===== config.mk =====
export PLATFORM = sky130hd
export DESIGN_NAME = mem_bus_arbiter
export DESIGN_NICKNAME = d
export VERILOG_FILES = /design/src/rtl/mips_bus_pkg.sv /design/src/rtl/rr_pick.sv /design/src/rtl/mem_bus_arbiter.sv
export SDC_FILE = /design/constraint.sdc
export NUM_CORES = 1
export LEC_CHECK = 0
export ABC_CLOCK_PERIOD_IN_PS = 3200
export CORE_AREA = 2 2 106 108
export CTS_CLUSTER_DIAMETER = 150
export DETAILED_ROUTE_END_ITERATION = 16
export DIE_AREA = 0 0 108 110
export MAX_ROUTING_LAYER = met4
export PLACE_DENSITY = 0.57
export SLEW_MARGIN = 20
export SYNTH_ARGS = -nofsm -noshare
export SYNTH_HDL_FRONTEND = slang
export SYNTH_SLANG_ARGS = --single-unit

===== constraint.sdc =====
create_clock -name clk -period 3.2 [get_ports clk]
set_clock_uncertainty 0.05 [all_clocks]
set_input_delay 0.48 -clock clk [delete_from_list [all_inputs] [get_ports clk]]
set_output_delay 0.48 -clock clk [all_outputs]
set_load 0.1 [all_outputs]

===== src/rtl/mips_bus_pkg.sv =====
// Shared definitions for the data-memory / MMIO bus arbiter.
// Holds the arbiter state encoding, default bus widths and the requester-count
// ceiling. The top-level arbiter honours the optional macro ARB_TIMEOUT_EN.
package mips_bus_pkg;

   typedef enum logic [0:0] {
      ST_IDLE = 1'b0,
      ST_BUSY = 1'b1
   } arb_state_e;

   localparam int DW_DEF   = 32;
   localparam int AW_DEF   = 32;
   localparam int NREQ_MAX = 4;

   // Index width for a vector of n entries (at least one bit).
   function automatic int idx_w(input int n);
      return (n > 1) ? $clog2(n) : 1;
   endfunction

endpackage


===== src/rtl/rr_pick.sv =====
// Combinational round-robin picker: returns the first asserted request found
// by a cyclic search that starts at ptr_i and wraps from N-1 back to 0.
module rr_pick
   import mips_bus_pkg::*;
#(
   parameter int N  = 2,
   parameter int IW = idx_w(N)
) (
   input  logic [N-1:0]  req_i,
   input  logic [IW-1:0] ptr_i,
   output logic          valid_o,
   output logic [IW-1:0] idx_o
);

   int            cand;
   logic [IW-1:0] cand_idx;

   // Walk offsets 0..N-1 from the pointer; the first hit wins.
   always_comb begin
      valid_o  = 1'b0;
      idx_o    = '0;
      cand     = 0;
      cand_idx = '0;
      for (int off = 0; off < N; off++) begin
         cand = int'(ptr_i) + off;
         if (cand >= N) begin
            cand = cand - N;
         end
         cand_idx = IW'(cand);
         if (!valid_o && req_i[cand_idx]) begin
            valid_o = 1'b1;
            idx_o   = cand_idx;
         end
      end
   end

endmodule


===== src/rtl/mem_bus_arbiter.sv =====
// Round-robin arbiter for the shared data-memory / MMIO bus.
// Port 0 is the datapath load/store port, the others are DMA/debug masters.
// A grant is registered; while granted the owner's request is acked
// combinationally and one transfer completes per cycle. Locked bursts keep the
// grant. Release always passes through one IDLE cycle.
// Optional macro ARB_TIMEOUT_EN bounds locked bursts to TIMEOUT cycles and
// pulses timeout_err on a forced release.
module mem_bus_arbiter
   import mips_bus_pkg::*;
#(
   parameter int NREQ    = 2,
   parameter int DW      = DW_DEF,
   parameter int AW      = AW_DEF,
   parameter int TIMEOUT = 16
) (
   input  logic              clk,
   input  logic              reset,
   input  logic [NREQ-1:0]   req,
   input  logic [NREQ-1:0]   lock,
   input  logic [NREQ-1:0]   we,
   input  logic [NREQ*AW-1:0] addr,
   input  logic [NREQ*DW-1:0] wdata,
   output logic [NREQ-1:0]   gnt,
   output logic [NREQ-1:0]   ack,
   output logic [DW-1:0]     rdata,
   output logic [AW-1:0]     bus_addr,
   output logic [DW-1:0]     bus_wdata,
   output logic              bus_we,
   input  logic [DW-1:0]     bus_rdata,
   output logic              timeout_err
);

   localparam int IW = idx_w(NREQ);

   // Elaboration-time guard on the configuration.
   if (NREQ < 2 || NREQ > NREQ_MAX || TIMEOUT < 2) begin : g_param_check
      $error("mem_bus_arbiter: unsupported NREQ or TIMEOUT");
   end

   arb_state_e    state_q,  state_d;
   logic [IW-1:0] owner_q,  owner_d;
   logic [IW-1:0] rr_ptr_q, rr_ptr_d;

   logic          pick_valid;
   logic [IW-1:0] pick_idx;
   logic          owner_req;
   logic          owner_lock;
   logic          release_now;
   logic [IW-1:0] ptr_after_owner;

`ifdef ARB_TIMEOUT_EN
   localparam int CW = idx_w(TIMEOUT);
   localparam logic [CW-1:0] LOCK_LIMIT = CW'(TIMEOUT - 1);

   logic [CW-1:0] lock_cnt_q, lock_cnt_d;
   logic          tmo_q,      tmo_d;
`endif

   rr_pick #(
      .N  (NREQ),
      .IW (IW)
   ) u_rr_pick (
      .req_i   (req),
      .ptr_i   (rr_ptr_q),
      .valid_o (pick_valid),
      .idx_o   (pick_idx)
   );

   assign owner_req       = req[owner_q];
   assign owner_lock      = lock[owner_q];
   // The released owner gets the lowest priority in the next search.
   assign ptr_after_owner = (owner_q == IW'(NREQ - 1)) ? '0 : owner_q + IW'(1);

   // State register: FSM state, current owner and round-robin pointer.
   always_ff @(posedge clk) begin
      if (reset) begin
         state_q  <= ST_IDLE;
         owner_q  <= '0;
         rr_ptr_q <= '0;
      end else begin
         state_q  <= state_d;
         owner_q  <= owner_d;
         rr_ptr_q <= rr_ptr_d;
      end
   end

`ifdef ARB_TIMEOUT_EN
   // Locked-burst length counter and the forced-release pulse.
   always_ff @(posedge clk) begin
      if (reset) begin
         lock_cnt_q <= '0;
         tmo_q      <= 1'b0;
      end else begin
         lock_cnt_q <= lock_cnt_d;
         tmo_q      <= tmo_d;
      end
   end
`endif

   // Next-state logic: arbitrate in IDLE, hold or release in BUSY.
   always_comb begin
      state_d     = state_q;
      owner_d     = owner_q;
      rr_ptr_d    = rr_ptr_q;
      release_now = 1'b0;
`ifdef ARB_TIMEOUT_EN
      lock_cnt_d  = lock_cnt_q;
      tmo_d       = 1'b0;
`endif
      case (state_q)
         ST_IDLE: begin
            if (pick_valid) begin
               state_d = ST_BUSY;
               owner_d = pick_idx;
            end
         end
         ST_BUSY: begin
            if (owner_req && owner_lock) begin
`ifdef ARB_TIMEOUT_EN
               if (lock_cnt_q == LOCK_LIMIT) begin
                  release_now = 1'b1;
                  tmo_d       = 1'b1;
               end else begin
                  lock_cnt_d = lock_cnt_q + CW'(1);
               end
`endif
            end else begin
               release_now = 1'b1;
            end
         end
         default: begin
            state_d = ST_IDLE;
         end
      endcase
      if (release_now) begin
         state_d  = ST_IDLE;
         rr_ptr_d = ptr_after_owner;
`ifdef ARB_TIMEOUT_EN
         lock_cnt_d = '0;
`endif
      end
   end

   // Output logic: grant/ack vectors and the owner's bus signals.
   always_comb begin
      gnt       = '0;
      ack       = '0;
      bus_addr  = '0;
      bus_wdata = '0;
      bus_we    = 1'b0;
      rdata     = '0;
      if (state_q == ST_BUSY) begin
         for (int i = 0; i < NREQ; i++) begin
            if (owner_q == IW'(i)) begin
               gnt[i]    = 1'b1;
               ack[i]    = req[i];
               bus_addr  = addr[i*AW +: AW];
               bus_wdata = wdata[i*DW +: DW];
               bus_we    = we[i] & req[i] & ~reset;
            end
         end
         rdata = bus_rdata;
      end
   end

`ifdef ARB_TIMEOUT_EN
   assign timeout_err = tmo_q;
`else
   assign timeout_err = 1'b0;
`endif

endmodule


# [After elaboration in Yosys (flattened, before gate mapping)]
# Cells that the tools add are included.
[word_totals] elab_cells=55 input_bits=168 output_inout_bits=102 regBits=3
[classes] bitwise=6 mux=32 n_lt_le_gt_ge=5 reduce_logical=5 n_addsub=4
[ops] cell="32-bit two-way mux" count=5
[ops] cell="1-bit two-way mux" count=25
[ops] cell="1-bit by 2-bit less-than comparator with 1-bit output, second input constant" count=3
[ops] cell="1-bit bitwise AND" count=4
[ops] cell="2-bit two-way mux" count=2
[ops] cell="1-bit by 1-bit adder with 2-bit output, second input constant" count=1
[ops] cell="1-bit by 2-bit >= comparator with 1-bit output, second input constant" count=1
[ops] cell="2-bit >= comparator, second input constant" count=1
[ops] cell="1-bit logical AND" count=2
[ops] cell="1-bit inverter" count=2
[ops] cell="2-bit AND reduction" count=1
[ops] cell="2-bit OR reduction" count=1
[ops] cell="1-bit subtractor, second input constant" count=2
[ops] cell="1-bit adder, second input constant" count=1
[ops] cell="1-bit logical NOT" count=1

# [Logic depth before layout (Yosys ltp)]
[depth] word_depth=10 ltp_mapped=5 depth_no_buf=3

# [Modules after synthesis]
# From an unflattened synthesis, not the netlist that was laid out.
[hier_totals] cells_unflattened=204 area_unflattened_um2=1551.5
[modules_own_cells] module="mem_bus_arbiter" seq_area_each_um2=60.1 area_each_um2=1534.0 cells_each=201 instances=1
[modules_own_cells] module="rr_pick" seq_area_each_um2=0.0 area_each_um2=17.5 cells_each=3 instances=1

# [Least setup slack after synthesis]
# OpenSTA, ideal clock, no wires.
[synth_timing] kind="register to output" start="register owner_q" end="output port bus_addr[13]" arrival_time_ns=2.055 stages_incl_launch_ff=6 required_time_ns=2.670 path_slack_ns=0.615 n_path_buf=3 cell_sequence="dfxtp_1 buf_6 buf_8 buf_12 mux2i_1 nor2_1"
[synth_between] elab_chain_cells=2
[synth_lines] element="from (decl)" line="mem_bus_arbiter.sv:41" source="logic [IW-1:0] owner_q, owner_d;"
[synth_lines] element="from (signal assigned)" line="mem_bus_arbiter.sv:82" source="owner_q <= owner_d;"
[synth_lines] element="32-bit two-way mux" line="mem_bus_arbiter.sv:154" source="if (owner_q == IW'(i)) begin"
[synth_lines] element="32-bit two-way mux" line="mem_bus_arbiter.sv:152" source="if (state_q == ST_BUSY) begin"
[synth_lines] element="to (decl)" line="mem_bus_arbiter.sv:26" source="output logic [AW-1:0] bus_addr,"
# No other way between the ends.

# [Final worst setup path]
[layout_timing] start="register owner_q" end="output port bus_wdata[25]"
[layout_between] elab_chain_cells=2
[layout_lines] element="32-bit two-way mux" line="mem_bus_arbiter.sv:154"
[layout_lines] element="32-bit two-way mux" line="mem_bus_arbiter.sv:152"
[layout_lines] element="to (decl)" line="mem_bus_arbiter.sv:27" source="output logic [DW-1:0] bus_wdata,"
# No other way between the ends.

==> reports/metrics.yaml <==
run_status:
  outcome: "completed"
global_route:
  grt_pass1_wl_um: 12200
  grt_antenna_before_repair: 0
  first_global_vias: 2460
  grt_usage: 0.132
  gr-total-overflow: 0
  grt_max_degree: 50
clock_network:
  clk_path_buf_depth: 2
  cts_tree: "yes"
  numCtsBuffers: 3
  post_cts_resized: 0
  path_clk_slew_ns: 0.03
  ctsHoldBuffers: 0
  htreeDepth: 1
  clock_latency_ns: 0.21
  cts.sinks: 3
  post_cts_buffers: 0
  cts-root-buf: "clkbuf_8"
yosys:
  ys_seq_area_frac: 0.0418
  synthTopCellsByArea: "mux2i_1, nor2_1, and2_1"
  syn_nets: 372
  synth_top_cell_area_share: 0.446
  yosysTopAreaCell: "mux2i_1"
  avgSynthCellArea_sq_um: 7.04
  syn-cell-area_sq_um: 1440
  yosysUniqueCellTypes: 27
  yosys_register_bits: 3
  syn_inst: 204
  yosys_warnings: 0
die:
  die_h_um: 110
  die_area_sq_um: 11900
  start_util: 0.134
  row_count: 38
  coreArea_sq_um: 10700
  die_x_um: 108
  io_pins: 270
placement:
  port_buffers: 268
  gp_congestion: 0.735
  hpwlAfterDp_um: 7000
setup_path:
  cp_max_fo: 49
  required_ns: 2.67
  path_class: "reg -> out"
  end_kind: "primary output"
  r2r_setup_slack_ns: 1.56
  startpoint_type: "flip-flop"
  crit_arrival_ns: 1.95
timing:
  finalHoldWorstSlack_ns: 0.449
  tns_ns: 0
  rsz0062_at_grt: "no"
  slew_headroom: 0.453
  setup_viol: 0
  slew_violations: 0
  fmax_mhz: 403
  hold_violations: 0
  worst-slew-pin-transition_ns: 0.820
  min_period_ns: 2.48
  fin_crit_sh: 0.775
detailed_routing:
  drtIter0Drc: 66
  drc: 0
  ant_nets: 0
  routed-wl-met2_um: 4520
  vias: 2416
  routed.top_layer: "met4"
  wl_met1_um: 3010
  drt-vias-per-instance: 4.03
  met3_wirelength_um: 761
  wl_per_cell_um: 13.9
  drt_pass1_iterations: 4
  finalWirelength_um: 8340
layout:
  layout.nets: 629
  synthToLayoutAreaGrowth_pct: 234
  n_antenna_cell: 0
  layout_common_cells: "clkdlybuf4s50_1, buf_12, nor2_1"
  drive_above_1_share: 0.248
  final_common_cell: "clkdlybuf4s50_1"
pwr:
  irDropWorstVdd_mv: 0.189
  total_power_mw: 1.68
  powerDensity_nw_per_um2: 351
  leakagePower_nw: 1.93
run:
  max_cap_viol_count: 0
worst_hold_path:
  hp-class: "reg -> reg"
critical path, cell delays in order (launching register included):
cell and delay, ns:
dfxtp_4 0.88, buf_4 0.33, mux2i_1 0.10, nor2_1 0.19, buf_12 0.21
cells by family (layout without fill, tap and decap cells):
group | after synthesis | count (layout) | synth area share
mux | 64 | 64 | 0.446
flops | 3 | 3 | 0.0418
other cells | 1 | 1 | 0.00261
compound gates | 10 | 10 | 0.0488
buf+inv | 23 | 279 | 0.117
simple gates | 103 | 103 | 0.344
final timing paths:
kind,from,endpoint,cells past startpoint
max reg2reg,owner_q,rr_ptr_q,3
min,rr_ptr_q,rr_ptr_q,1
min reg2reg,rr_ptr_q,rr_ptr_q,1
max,owner_q,bus_wdata[25],4
sequential cells by signal, indices dropped and copies added (netlist names):
name,count
owner_q,1
rr_ptr_q,1
state_q,1
power by group:
part	total [mW]	leakage, nW	switching [mW]	internal [mW]
combinational	1.51	1.88	0.948	0.561
clock	0.110	0.0228	0.0253	0.0850
sequential	0.0651	0.0256	0.0235	0.0416
total	1.68	1.93	0.997	0.687
cells in the mapped netlist:
library cell and count:
buf_4 6, nand2b_1 1, and2_4 1, inv_1 2
a21boi_1 1, a211oi_2 1, buf_8 2, a22o_1 1
and2_1 32, clkbuf_1 5, nor2_1 65, o21ai_1 2
nand3_1 1, buf_12 1, inv_2 1, nand3b_4 1
buf_2 4, o211ai_1 1, dfxtp_1 3, buf_6 2
nand2_1 1, a21oi_2 1, mux2i_1 64, conb_1 1
and3_1 1, a21oi_1 2, o21ai_0 1
stage by stage:
stage | utilization | worst slack, ns | cell area (sq um) | std cells
6_report | 0.449 | 0.721 | 4800 | 600
5_1_grt | 0.449 | 0.616 | 4800 | 600
4_1_cts | 0.449 | 0.696 | 4800 | 600
3_5_place_dp | 0.445 | 0.926 | 4760 | 596
3_3_place_gp | 0.445 | 0.959 | 4760 | 596
2_1_floorplan | - | 0.615 | 1440 | 204
area by class of cell:
cell class              instances  area (sq um)
clock buffers                   4          45.0
fillers                      1065          5900
inverters                       3          11.3
multi-input cells             178          1210
flip-flops and latches          3          63.8
well taps                     140           175
repair buffers                272          3300
per-layer routing:
| layer | vias to the layer above | global-route usage |
|---|---|---|
| met4 | 0 | 0.0275 |
| met2 | 149 | 0.255 |
| met1 | 1081 | 0.139 |
| met5 | - | - |
| met3 | 4 | 0.0270 |
| li1 | 1182 | - |
No activity file was read; power rests on OpenSTA's default activity.
==> variant (same flow settings) <==
The option `ARB_TIMEOUT_EN` is turned on by a define.
--- a/src/rtl/mem_bus_arbiter.sv
+++ b/src/rtl/mem_bus_arbiter.sv
@@ -5,6 +5,8 @@
 // grant. Release always passes through one IDLE cycle.
 // Optional macro ARB_TIMEOUT_EN bounds locked bursts to TIMEOUT cycles and
 // pulses timeout_err on a forced release.
+`define ARB_TIMEOUT_EN
+
 module mem_bus_arbiter
    import mips_bus_pkg::*;
 #(
Check against the original RTL: same outputs for any inputs over 10 cycles, from zero or initial values and one cycle with reset high; that may be too few to reach the edited logic, so the function may still have changed.
==> variant against the unedited design <==
- design area increased by 5.9%
- power fell by 0.99%
- sequential share of layout area is 1.9 points higher
- sequential cell count rose by 5
- synthesized area rose by 14%
- wire length up 12%
- utilization increased by 2.7 points
- setup slack got worse by 0.017 ns
==> variant: results (changes against the unedited design) <==
[cells_and_area]
final_nets = 660  ; was 629
drive_above_1_share_pct = 23.3  ; was 24.8%
diodes = 0  ; unchanged
top_register = lock_cnt_q
fill_cells = 1009  ; was 1065

[routing]
wl_per_cell_um = 14.8  ; was 13.9 um
avgViaCountPerCell = 4.15  ; was 4.03
drt_iter0_drc = 67  ; was 66

[place]
place.gp.congestion = 0.839  ; was 0.735
place_hpwl_um = 7880  ; was 7000 um
placed_area_um2 = 5040  ; was 4760 um^2

[global_route]
grt_usage_pct = 14.7  ; was 13.2%
grt_pass1_vias = 2633  ; was 2460
grt_max_degree = 54  ; was 50
grt_pass1_wl_um = 13400  ; was 12200 um

[hold_path]
holdCritStartpoint = lock_cnt_q[1]  ; was rr_ptr_q

[critical_path]
worst_ep_arrival_time_ns = 1.97  ; was 1.95 ns
path_max_fanout = 53  ; was 49
r2r_start = owner_q  ; unchanged
reg2reg_slack_ns = 1.37  ; was 1.56 ns

[clock_tree]
clk_latency_ns = 0.23  ; was 0.21 ns
clk_pin_slew_ns = 0.05  ; was 0.03 ns
root_buffer = clkbuf_8  ; unchanged

[pwr]
ir_drop_uv = 179  ; was 189 uV
p_leak_nw = 2.01  ; was 1.93 nW
p_sw_uw = 940  ; was 997 uW

[sta]
max_slew_margin_pct = 35.4  ; was 45.3%

[yosys]
synth_commonest_cells = nor2_1 (66), mux2i_1 (64), and2_1 (32)  ; was nor2_1 (65), mux2i_1 (64), and2_1 (32)
yosys.cell_types.count = 32  ; was 27
syn-num-nets = 404  ; was 372
ys_seq_area_share_pct = 9.79  ; was 4.18%
synth_top_area_share_pct = 39.1  ; was 44.6%

[outcome]
status = finished clean  ; unchanged

## variant: cell types whose count changed in the layout (fill, tap and decap cells not counted), sizes merged, moves of 2 or more
cell     change
a211oi       +2
a31oi        +2
and3b        +2
dfxtp        +5
nand2        +5
nand3        +2
nor3         +3
o2111ai      +2
o22ai        +2
## variant: final timing paths
kind,endpoint,cells past startpoint
hold / removal,lock_cnt_q[1],2
setup / recovery,bus_addr[13],4
setup reg to reg,state_q,3
hold reg to reg,lock_cnt_q[1],2
## variant: cells by family (layout without fill, tap and decap cells)
family / count (synthesis) / in the layout / share of synthesized area [%]
flops: 8 / 8 / 9.79
buf+inv: 25 / 280 / 7.87
mux: 64 / 64 / 39.1
simple gates: 118 / 118 / 34.3
compound gates: 19 / 19 / 8.18
fa+ha+maj: 1 / 1 / 0.764
## variant: area by class of cell
| class | count | area share [%] |
|---|---|---|
| Timing Repair Buffer | 273 | 65.5 |
| Multi-Input combinational cell | 202 | 26.7 |
| Tap cell | 140 | 3.44 |
| Sequential cell | 8 | 3.22 |
| Clock buffer | 4 | 0.886 |
| Inverter | 3 | 0.221 |
## variant: power by group through the flow
stage,Combinational [mW],Clock [mW],Sequential (mW)
final,1.41,0.128,0.129
after CTS,1.42,0.133,0.130
after global placement,1.42,0,0.132
after detailed placement,1.42,0,0.132
after floorplan,0.860,0,0.109
after global routing,1.46,0.137,0.132
## variant: metrics by stage
stage               util [%]  std cells  hold slack, ns  power [mW]  worst slack, ns
finish                  47.5        630           0.443        1.67            0.704
global route            47.5        630           0.493        1.73            0.573
CTS                     47.5        630           0.435        1.69            0.663
detailed placement      47.1        626           0.429        1.55            0.917
global placement        47.1        626           0.418        1.55            0.929
floorplan                  -        235           0.408       0.969            0.588
## variant: worst min-delay path, cell delays in order (launching register included)
cell and delay [ns]:
dfxtp_1 0.33, nand2_1 0.06, a21oi_1 0.05
## variant: routing by layer
| metal | share of wire [%] | GRT usage, % | routed length [um] | vias to the layer above |
|---|---|---|---|---|
| li1 | - | - | - | 1309 |
| met2 | 54 | 27.7 | 5000 | 143 |
| met3 | 9.7 | 4.06 | 902 | 4 |
| met1 | 36 | 16.1 | 3340 | 1161 |
| met4 | 0.66 | 1.37 | 61 | 0 |
| met5 | 0 | - | 0 | - |
